**config.mk**
```make
export PLATFORM = sky130hd
export DESIGN_NAME = snoopy_bus_arbiter
export DESIGN_NICKNAME = d
export VERILOG_FILES = /design/src/rtl/snoopy_arbiter_pkg.sv /design/src/rtl/snoopy_bus_arbiter_rr_priority_select.sv /design/src/rtl/snoopy_bus_arbiter.sv
export SDC_FILE = /design/constraint.sdc
export NUM_CORES = 1
export LEC_CHECK = 0
export CORE_MARGIN = 1.5
export CORE_UTILIZATION = 51
export CTS_CLUSTER_DIAMETER = 200
export CTS_CLUSTER_SIZE = 14
export DETAILED_ROUTE_END_ITERATION = 16
export GPL_ROUTABILITY_DRIVEN = 1
export GPL_TIMING_DRIVEN = 0
export HOLD_SLACK_MARGIN = 0.05
export PLACE_DENSITY = 0.83
export RECOVER_POWER = 50
export SYNTH_ARGS = -nofsm -noshare
export SYNTH_HDL_FRONTEND = slang
export SYNTH_SLANG_ARGS = --single-unit
```
**constraint.sdc**
```tcl
create_clock -name clock -period 2.5 [get_ports clock]
set_input_delay 0.625 -clock clock [delete_from_list [all_inputs] [get_ports clock]]
set_output_delay 0.625 -clock clock [all_outputs]
set_load 0.01 [all_outputs]
```
**src/rtl/snoopy_arbiter_pkg.sv**
```systemverilog
// Shared types and helpers for the snoopy bus arbiter.
package snoopy_arbiter_pkg;

   typedef enum logic [1:0] {
      IDLE,
      GRANTED,
      TURNAROUND
   } ArbiterState;

   // Round-robin successor of a device index, wrapping at n (n need not be a power of two).
   function automatic int unsigned nextPointer(input int unsigned pointer, input int unsigned n);
      return (pointer + 32'd1 >= n) ? 32'd0 : pointer + 32'd1;
   endfunction

endpackage

```
**src/rtl/snoopy_bus_arbiter_rr_priority_select.sv**
```systemverilog
// Combinational round-robin selector: first set request bit at or after pointer, modulo NUM_DEVICES.
module rr_priority_select #(
   parameter int NUM_DEVICES = 4,
   parameter int ID_WIDTH    = $clog2(NUM_DEVICES)
) (
   input  logic [NUM_DEVICES-1:0] request,
   input  logic [ID_WIDTH-1:0]    pointer,
   output logic [ID_WIDTH-1:0]    winner,
   output logic                   valid
);

   localparam int SEL_WIDTH = $clog2(2 * NUM_DEVICES);
   localparam logic [ID_WIDTH:0] DEVICE_COUNT = (ID_WIDTH + 1)'(NUM_DEVICES);

   logic [2*NUM_DEVICES-1:0] doubled;
   logic [NUM_DEVICES-1:0]   rotated;
   logic [ID_WIDTH-1:0]      offset;
   logic [ID_WIDTH:0]        sum;
   logic                     found;

   assign doubled = {request, request};
   assign valid   = |request;

   // Rotate so the pointer position lands at bit 0, then take the lowest set bit.
   always_comb begin
      rotated = '0;
      offset  = '0;
      found   = 1'b0;
      for (int unsigned i = 0; i < NUM_DEVICES; i++) begin
         rotated[i] = doubled[SEL_WIDTH'(i) + SEL_WIDTH'(pointer)];
      end
      for (int unsigned i = 0; i < NUM_DEVICES; i++) begin
         if (rotated[i] && !found) begin
            found  = 1'b1;
            offset = ID_WIDTH'(i);
         end
      end
      sum = {1'b0, pointer} + {1'b0, offset};
      if (sum >= DEVICE_COUNT) begin
         sum = sum - DEVICE_COUNT;
      end
      winner = sum[ID_WIDTH-1:0];
   end

endmodule

```
**src/rtl/snoopy_bus_arbiter.sv**
```systemverilog
// Round-robin arbiter for the shared snoopy bus.
// Grant is held for the whole transaction, followed by one dead turnaround cycle.
// Optional macro SNOOPY_ARBITER_TENURE_LIMIT_EN: preempt an owner after MAX_TENURE cycles
// when another device is waiting.
module snoopy_bus_arbiter
   import snoopy_arbiter_pkg::*;
#(
   parameter int NUM_DEVICES = 4,
   parameter int ID_WIDTH    = $clog2(NUM_DEVICES),
   parameter int MAX_TENURE  = 16
) (
   input  logic                   clock,
   input  logic                   reset,
   input  logic [NUM_DEVICES-1:0] request,
   output logic [NUM_DEVICES-1:0] grant,
   output logic                   busy,
   output logic [ID_WIDTH-1:0]    grantedId
);

   if (NUM_DEVICES < 2 || MAX_TENURE < 2) begin : g_bad_params
      $error("snoopy_bus_arbiter: NUM_DEVICES and MAX_TENURE must both be >= 2");
   end

   ArbiterState              state, stateNext;
   logic [ID_WIDTH-1:0]      pointer, pointerNext;
   logic [NUM_DEVICES-1:0]   grantNext;
   logic                     busyNext;
   logic [ID_WIDTH-1:0]      idNext;
   logic [ID_WIDTH-1:0]      winner;
   logic                     winnerValid;
   logic                     tenureExpired;

   rr_priority_select #(
      .NUM_DEVICES(NUM_DEVICES),
      .ID_WIDTH   (ID_WIDTH)
   ) u_select (
      .request(request),
      .pointer(pointer),
      .winner (winner),
      .valid  (winnerValid)
   );

`ifdef SNOOPY_ARBITER_TENURE_LIMIT_EN
   localparam int TENURE_WIDTH = $clog2(MAX_TENURE + 1);
   localparam logic [TENURE_WIDTH-1:0] TENURE_LAST = TENURE_WIDTH'(MAX_TENURE - 1);

   logic [TENURE_WIDTH-1:0] tenure;

   // Counts cycles of the current tenure; parks at its last value while nobody else wants the bus.
   always_ff @(posedge clock) begin
      if (!reset || state != GRANTED) begin
         tenure <= '0;
      end else if (tenure != TENURE_LAST) begin
         tenure <= tenure + TENURE_WIDTH'(1);
      end
   end

   assign tenureExpired = (state == GRANTED) && (tenure == TENURE_LAST) && (|(request & ~grant));
`else
   assign tenureExpired = 1'b0;
`endif

   // State, pointer and registered outputs; reset wins even mid-transaction.
   always_ff @(posedge clock) begin
      if (!reset) begin
         state     <= IDLE;
         pointer   <= '0;
         grant     <= '0;
         busy      <= 1'b0;
         grantedId <= '0;
      end else begin
         state     <= stateNext;
         pointer   <= pointerNext;
         grant     <= grantNext;
         busy      <= busyNext;
         grantedId <= idNext;
      end
   end

   // Next-state and next-output decode: arbitrate in IDLE, hold in GRANTED, one dead cycle after.
   always_comb begin
      stateNext   = state;
      pointerNext = pointer;
      grantNext   = grant;
      busyNext    = busy;
      idNext      = grantedId;
      case (state)
         IDLE: begin
            grantNext = '0;
            busyNext  = 1'b0;
            idNext    = '0;
            if (winnerValid) begin
               grantNext   = NUM_DEVICES'(1) << winner;
               busyNext    = 1'b1;
               idNext      = winner;
               pointerNext = ID_WIDTH'(nextPointer(32'(winner), NUM_DEVICES));
               stateNext   = GRANTED;
            end
         end
         GRANTED: begin
            if (!request[grantedId] || tenureExpired) begin
               grantNext = '0;
               busyNext  = 1'b0;
               idNext    = '0;
               stateNext = TURNAROUND;
            end
         end
         TURNAROUND: begin
            grantNext = '0;
            busyNext  = 1'b0;
            idNext    = '0;
            stateNext = IDLE;
         end
         default: begin
            grantNext = '0;
            busyNext  = 1'b0;
            idNext    = '0;
            stateNext = IDLE;
         end
      endcase
   end

endmodule

```
# --- Word level (Yosys, flattened, before mapping) ---
# Cells that the tools add are included.
# W data, S select, Z words.
word_totals:
  word_cells: 62
  inputBits: 6
  output_inout_bits: 7
  regBits: 11
op_classes:
  shifts: 1
  n_eq_ne: 3
  n_mux: 30
  n_addsub: 6
  reduce_logical: 10
  n_lt_le_gt_ge: 7
op_table:
  columns: ["operator", "n"]
  rows:
  - ["$mux W2", 8]
  - ["$lt A3 B4 Y1 const B", 3]
  - ["$mux W1", 11]
  - ["$bmux W1 S3", 3]
  - ["$mux W4", 2]
  - ["$pmux W2 S2", 2]
  - ["$pmux W4 S2", 1]
  - ["$add A2 B2 Y3 const A", 2]
  - ["$ge A3 B3 Y1 const B", 2]
  - ["$bmux W1 S2", 2]
  - ["$lt A2 B4 Y1 const B", 1]
  - ["$reduce_and A2 Y1", 2]
  - ["$reduce_or A4 Y1", 1]
  - ["$shl A1 B2 Y4 const A", 1]
  - ["$add A1 B2 Y3 const A", 1]
  - ["$add A2 B1 Y3 const B", 1]
  - ["$add A2 B2 Y3", 1]
  - ["$logic_and A1 B1 Y1", 3]
  - ["$logic_not A1 Y1", 3]
  - ["$lt A2 B3 Y1 const B", 1]
  - ["$eq A2 B1 Y1 const B", 1]
  - ["$logic_not A2 Y1", 1]
  - ["$ne A2 B1 Y1 const B", 1]
  - ["$ne A2 B2 Y1 const B", 1]
  - ["2 further kinds", 2]

# --- Logic depth before layout (Yosys ltp) ---
logic_depth:
  ltp_word: 18
  ltp_mapped: 11
  ltp_nobuf: 10

# --- By module ---
# Synthesis repeated with hierarchy kept, for this count alone.
unflattened:
  cells_unflattened: 96
  area_unflattened_um2: 805.8
by_module_without_submodules:
  columns: ["module", "n_inst", "cells_per_inst", "seq_area_each_um2", "area_per_inst_um2"]
  rows:
  - ["snoopy_bus_arbiter", 1, 56, 220.2, 514.2]
  - ["rr_priority_select", 1, 40, 0.0, 291.5]

# --- Worst setup path after synthesis ---
# No wires, ideal clock.
synth_path:
  kind: "register to register"
  from: "reg pointer[0]"
  to: "reg pointer[1]"
  t_arrival_ns: 2.193
  stages_incl_launch_ff: 12
  setup_slack_ns: 0.191
  required_ns: 2.384
  setup_ns: 0.116
  cell_sequence: "dfxtp_1 > ha_1 > buf_2 > o22ai_1 > a221oi_1 > nor3_1 > a21oi_1 > ha_1 > xor2_1 > ha_1 > mux2i_1 > nor2b_1"
synth_between:
  elab_chain_cells: 18
  word_cells_on_any_way: 30
  classes_between: "add/sub (6); order compare (2); mux (16); reduce/logical (6)"
synth_lines:
  columns: ["item", "line_no", "text"]
  rows:
  - ["start: declaration", "snoopy_bus_arbiter.sv:25", "logic [ID_WIDTH-1:0] pointer, pointerNext;"]
  - ["start signal: assignment", "snoopy_bus_arbiter.sv:73", "pointer <= pointerNext;"]
  - ["branches (longest 12 deep; another with $add A1 B2 Y3)", null, null]
  - ["$add A2 B2 Y3 *", "snoopy_bus_arbiter_rr_priority_select.sv:38", "sum = {1'b0, pointer} + {1'b0, offset};"]
  - ["$ge A3 B3 Y1 or $sub A2 B1 Y2 (tied branches)", "snoopy_bus_arbiter_rr_priority_select.sv:39, snoopy_bus_arbiter_rr_priority_select.sv:40", null]
  - ["$mux W2 *", "snoopy_bus_arbiter_rr_priority_select.sv:39", "if (sum >= DEVICE_COUNT) begin"]
  - ["$add A2 B1 Y3 *", "snoopy_arbiter_pkg.sv:12", "return (pointer + 32'd1 >= n) ? 32'd0 : pointer + 32'd1;"]
  - ["$ge A3 B3 Y1", "snoopy_arbiter_pkg.sv:12", null]
  - ["$mux W2 *", "snoopy_arbiter_pkg.sv:12", null]
# Every way passes the cells marked *. The select of a mux whose other input is x is not followed.
# A chain may end at the register's enable or synchronous reset.

# --- Worst setup path after layout ---
# Ends and elaborated chain as after synthesis.

==> results.md <==
* Initial antenna violation count at 0
* Final setup fails at 0
* CTS clk-pin slew, worst paths at 70 ps
* DR iter-0 viols at 5
* Total placed cells including tap cells at 116
* Int Power at roughly 0.6 mW
* Chip width at 42.9 µm
* Sequential share of power at between 20% and 30%
* TritonCTS clock tree: yes
* Crit-path max FO at 10
* Post-synthesis mux area share at about a tenth
* Arr. time, crit path at between 2000 and 3000 ps
* Min cycle time layout at around 2300 ps
* TritonCTS buffer count at 3
* Post-synth EDFFs at 0
* Final WL at 1610 µm
* Final hold viol count at 0
* H-tree Lvls at 1
* Total gr overflow at 0
* Ant. Diodes at 0
* GRT Util Overall at 18.0%
* Worst path required time at between 2000 and 3000 ps
* Cell Rows at 14
* Routed via count at 678
* Nets at 118
* Io pins at 13
* Wire per inst at ~13 µm
* Complex-gate fraction of the synthesized area at between 10% and 20%
* CTS sink count at 11
* Mapped Cells at 90
* Placer congestion estimate at 0.818
* Ys flop type: dfxtp_1
* Hold buffers post-CTS at 0
* Register area at 224 µm²
* Sequential area share after synthesis at 27.1%
* Final HPWL DP at 1100 µm
* Largest net degree at the start of global routing at 11
* CP endpoint kind: flop
* Pwr Density at roughly 1000 mW/mm²
* Most common cell in the netlist: dfxtp_1
* Final cell count without fillers at about 120
* Total power at 1.02 mW
* Placeable Area at 0.00151 mm²
* Largest family of logic cells by synthesized area: simple AND/OR/NAND/NOR gates
* Max-slew headroom at just under 70%
* Cell Area, Synth at 813 µm²
* Logic pwr share at around three fifths
* Max Clock Skew at roughly 2 ps
* Hold Crit Class: reg -> reg
* Synth-to-layout area growth at 21.8%
* Die ar. at 0.00184 mm²
* Initial Util at 54.0%
* Fill cells at between 100 and 150
* Critical Path Source Type: flop
* Setup TNS at 0 ps
* Area occupied by multi-input gates at 556 µm²
* DRC Markers at 0
* Synth top cells by count: dfxtp_1, nor2b_1, ha_1, mux2i_1
* FMAX at 426 MHz
* Psw at ~0.41 mW
* Synth Area in Simple Gates at approximately 27%
* Yosys cell types at 36
* Synth top area cells: dfxtp_1, ha_1, nor2b_1
* Area leader, netlist: dfxtp_1
* Post-synth ARST share at 0%
* Yosys warns at 0
* Post-Synth Adder-Cell Area at under 10%
* Post-synth top area share at a little over a quarter
* DR vias/cell at 5.60
* Final Core Density at 65.8%
* Switching share of power at 40.6%
* Worst slew pin tran at 469 ps
* # port buffers at 10
* Pre-antenna DRT Iters at 3
* Avg Inst Size Synth at 9.04 µm²
* Net Count, Synth at 102
* Die height at 42.9 µm
* Outcome: completed
* Max Cap Violations at 0
* Fraction of layout cells with a size suffix above 1 at 20.0%
* Pleak at roughly 0.42 nW
* Antenna viol nets, final at 0
* First-pass GRT wire length at around 2500 µm
* Peak supply drop at 681 µV
* CP Class: reg -> reg
* #FFs+latches synth at 11
* Max-slew violation count at 0
* Bufs on Longest Clock Path at 2
* Post-Synth XOR/XNOR Area at 2.15%
* Clock share of power at 12.0%
* Skew-Pair Late Insertion Delay at between 200 and 300 ps
* Root Driver: clkbuf_4
* Final Cycle Share at 94.0%
* Vias in the first global route at about 600
==> layer usage <==
metal | GRT usage, % | vias to the layer above | part of all wire, %
li1 | - | 352 | -
met1 | 23.8 | 317 | 48
met2 | 28.5 | 9 | 50
met3 | 1.28 | 0 | 2.6
met4 | 10.9 | 0 | 0
met5 | 0 | - | 0
==> worst paths after layout <==
check	from	endpoint	slack, ps	cells past startpoint
hold reg to reg	grantedId[0]$_SDFFE_PN0P_	grantedId[0]$_SDFFE_PN0P_	510	2
hold / removal	grantedId[0]$_SDFFE_PN0P_	grantedId[0]$_SDFFE_PN0P_	510	2
setup / recovery	pointer[0]$_SDFFE_PN0P_	pointer[1]$_SDFFE_PN0P_	150	9
setup reg to reg	pointer[0]$_SDFFE_PN0P_	pointer[1]$_SDFFE_PN0P_	150	9
==> final cells by class <==
| class | instances | share of cell area (%) |
|---|---|---|
| Sequential cell | 11 | 22.6 |
| Clock buffer | 4 | 2.65 |
| Inverter | 3 | 1.14 |
| Multi-Input combinational cell | 69 | 56.1 |
| Buffer | 7 | 4.92 |
| Timing Repair Buffer | 11 | 10.6 |
| Tap cell | 16 | 2.02 |
==> timing repair <==
| action | in CTS | in global routing |
|---|---|---|
| endpoints found under the setup margin | 5 | 5 |
| gates cloned | 0 | 0 |
| pin swaps | 1 | 2 |
| setup buffers | 0 | 1 |
| gates resized for setup | 4 | 6 |
==> critical path, stage by stage (launching register included) <==
cell and delay (ps):
dfxtp_4 380, ha_1 300, buf_4 170, nor4_2 400
nor3_4 100, mux2i_2 270, xor2_2 190, ha_1 250
mux2i_1 130, nor2b_1 60
==> kinds of logic (layout without fill, tap and decap cells) <==
group | Yosys count | in the layout
compound gates | 19 | 19
fa+ha+maj | 6 | 6
buf+inv | 10 | 25
mux | 8 | 8
simple gates | 34 | 34
xor+xnor | 2 | 2
flops | 11 | 11
==> layout by cell type (no fill, tap or decap), types with 3 or more instances in the layout <==
cell type       n
a21oi_1         3
a22oi_1         4
buf_4           3
clkbuf_1        4
clkbuf_4        3
dfxtp_1        10
dlygate4sd3_1   6
ha_1            5
inv_1           3
mux2i_1         5
nand2_1         4
nand3_1         3
nor2_1          4
nor2b_1        10
o21a_1          3
==> flip-flops by register name (all words and copies together) (netlist names) <==
signal,cells
grantedId,2
state,2
busy,1
pointer,2
grant,4
==> power groups by stage <==
stage	logic (mW)	registers, mW	clock network [mW]
floorplan	0.410	0.294	0
global placement	0.567	0.282	0
detailed placement	0.575	0.285	0
CTS	0.587	0.283	0.126
global route	0.688	0.297	0.130
finish	0.614	0.285	0.123
==> through the flow <==
stage / setup slack (ps) / hold slack (ps) / instance area [µm²]
3_3_place_gp: -413 / 496 / 933
2_1_floorplan: 191 / 512 / 813
3_5_place_dp: -426 / 498 / 933
6_report: 151 / 508 / 991
5_1_grt: -7.79 / 560 / 991
4_1_cts: 47.8 / 508 / 961
Power figures use the tool's default switching activity.
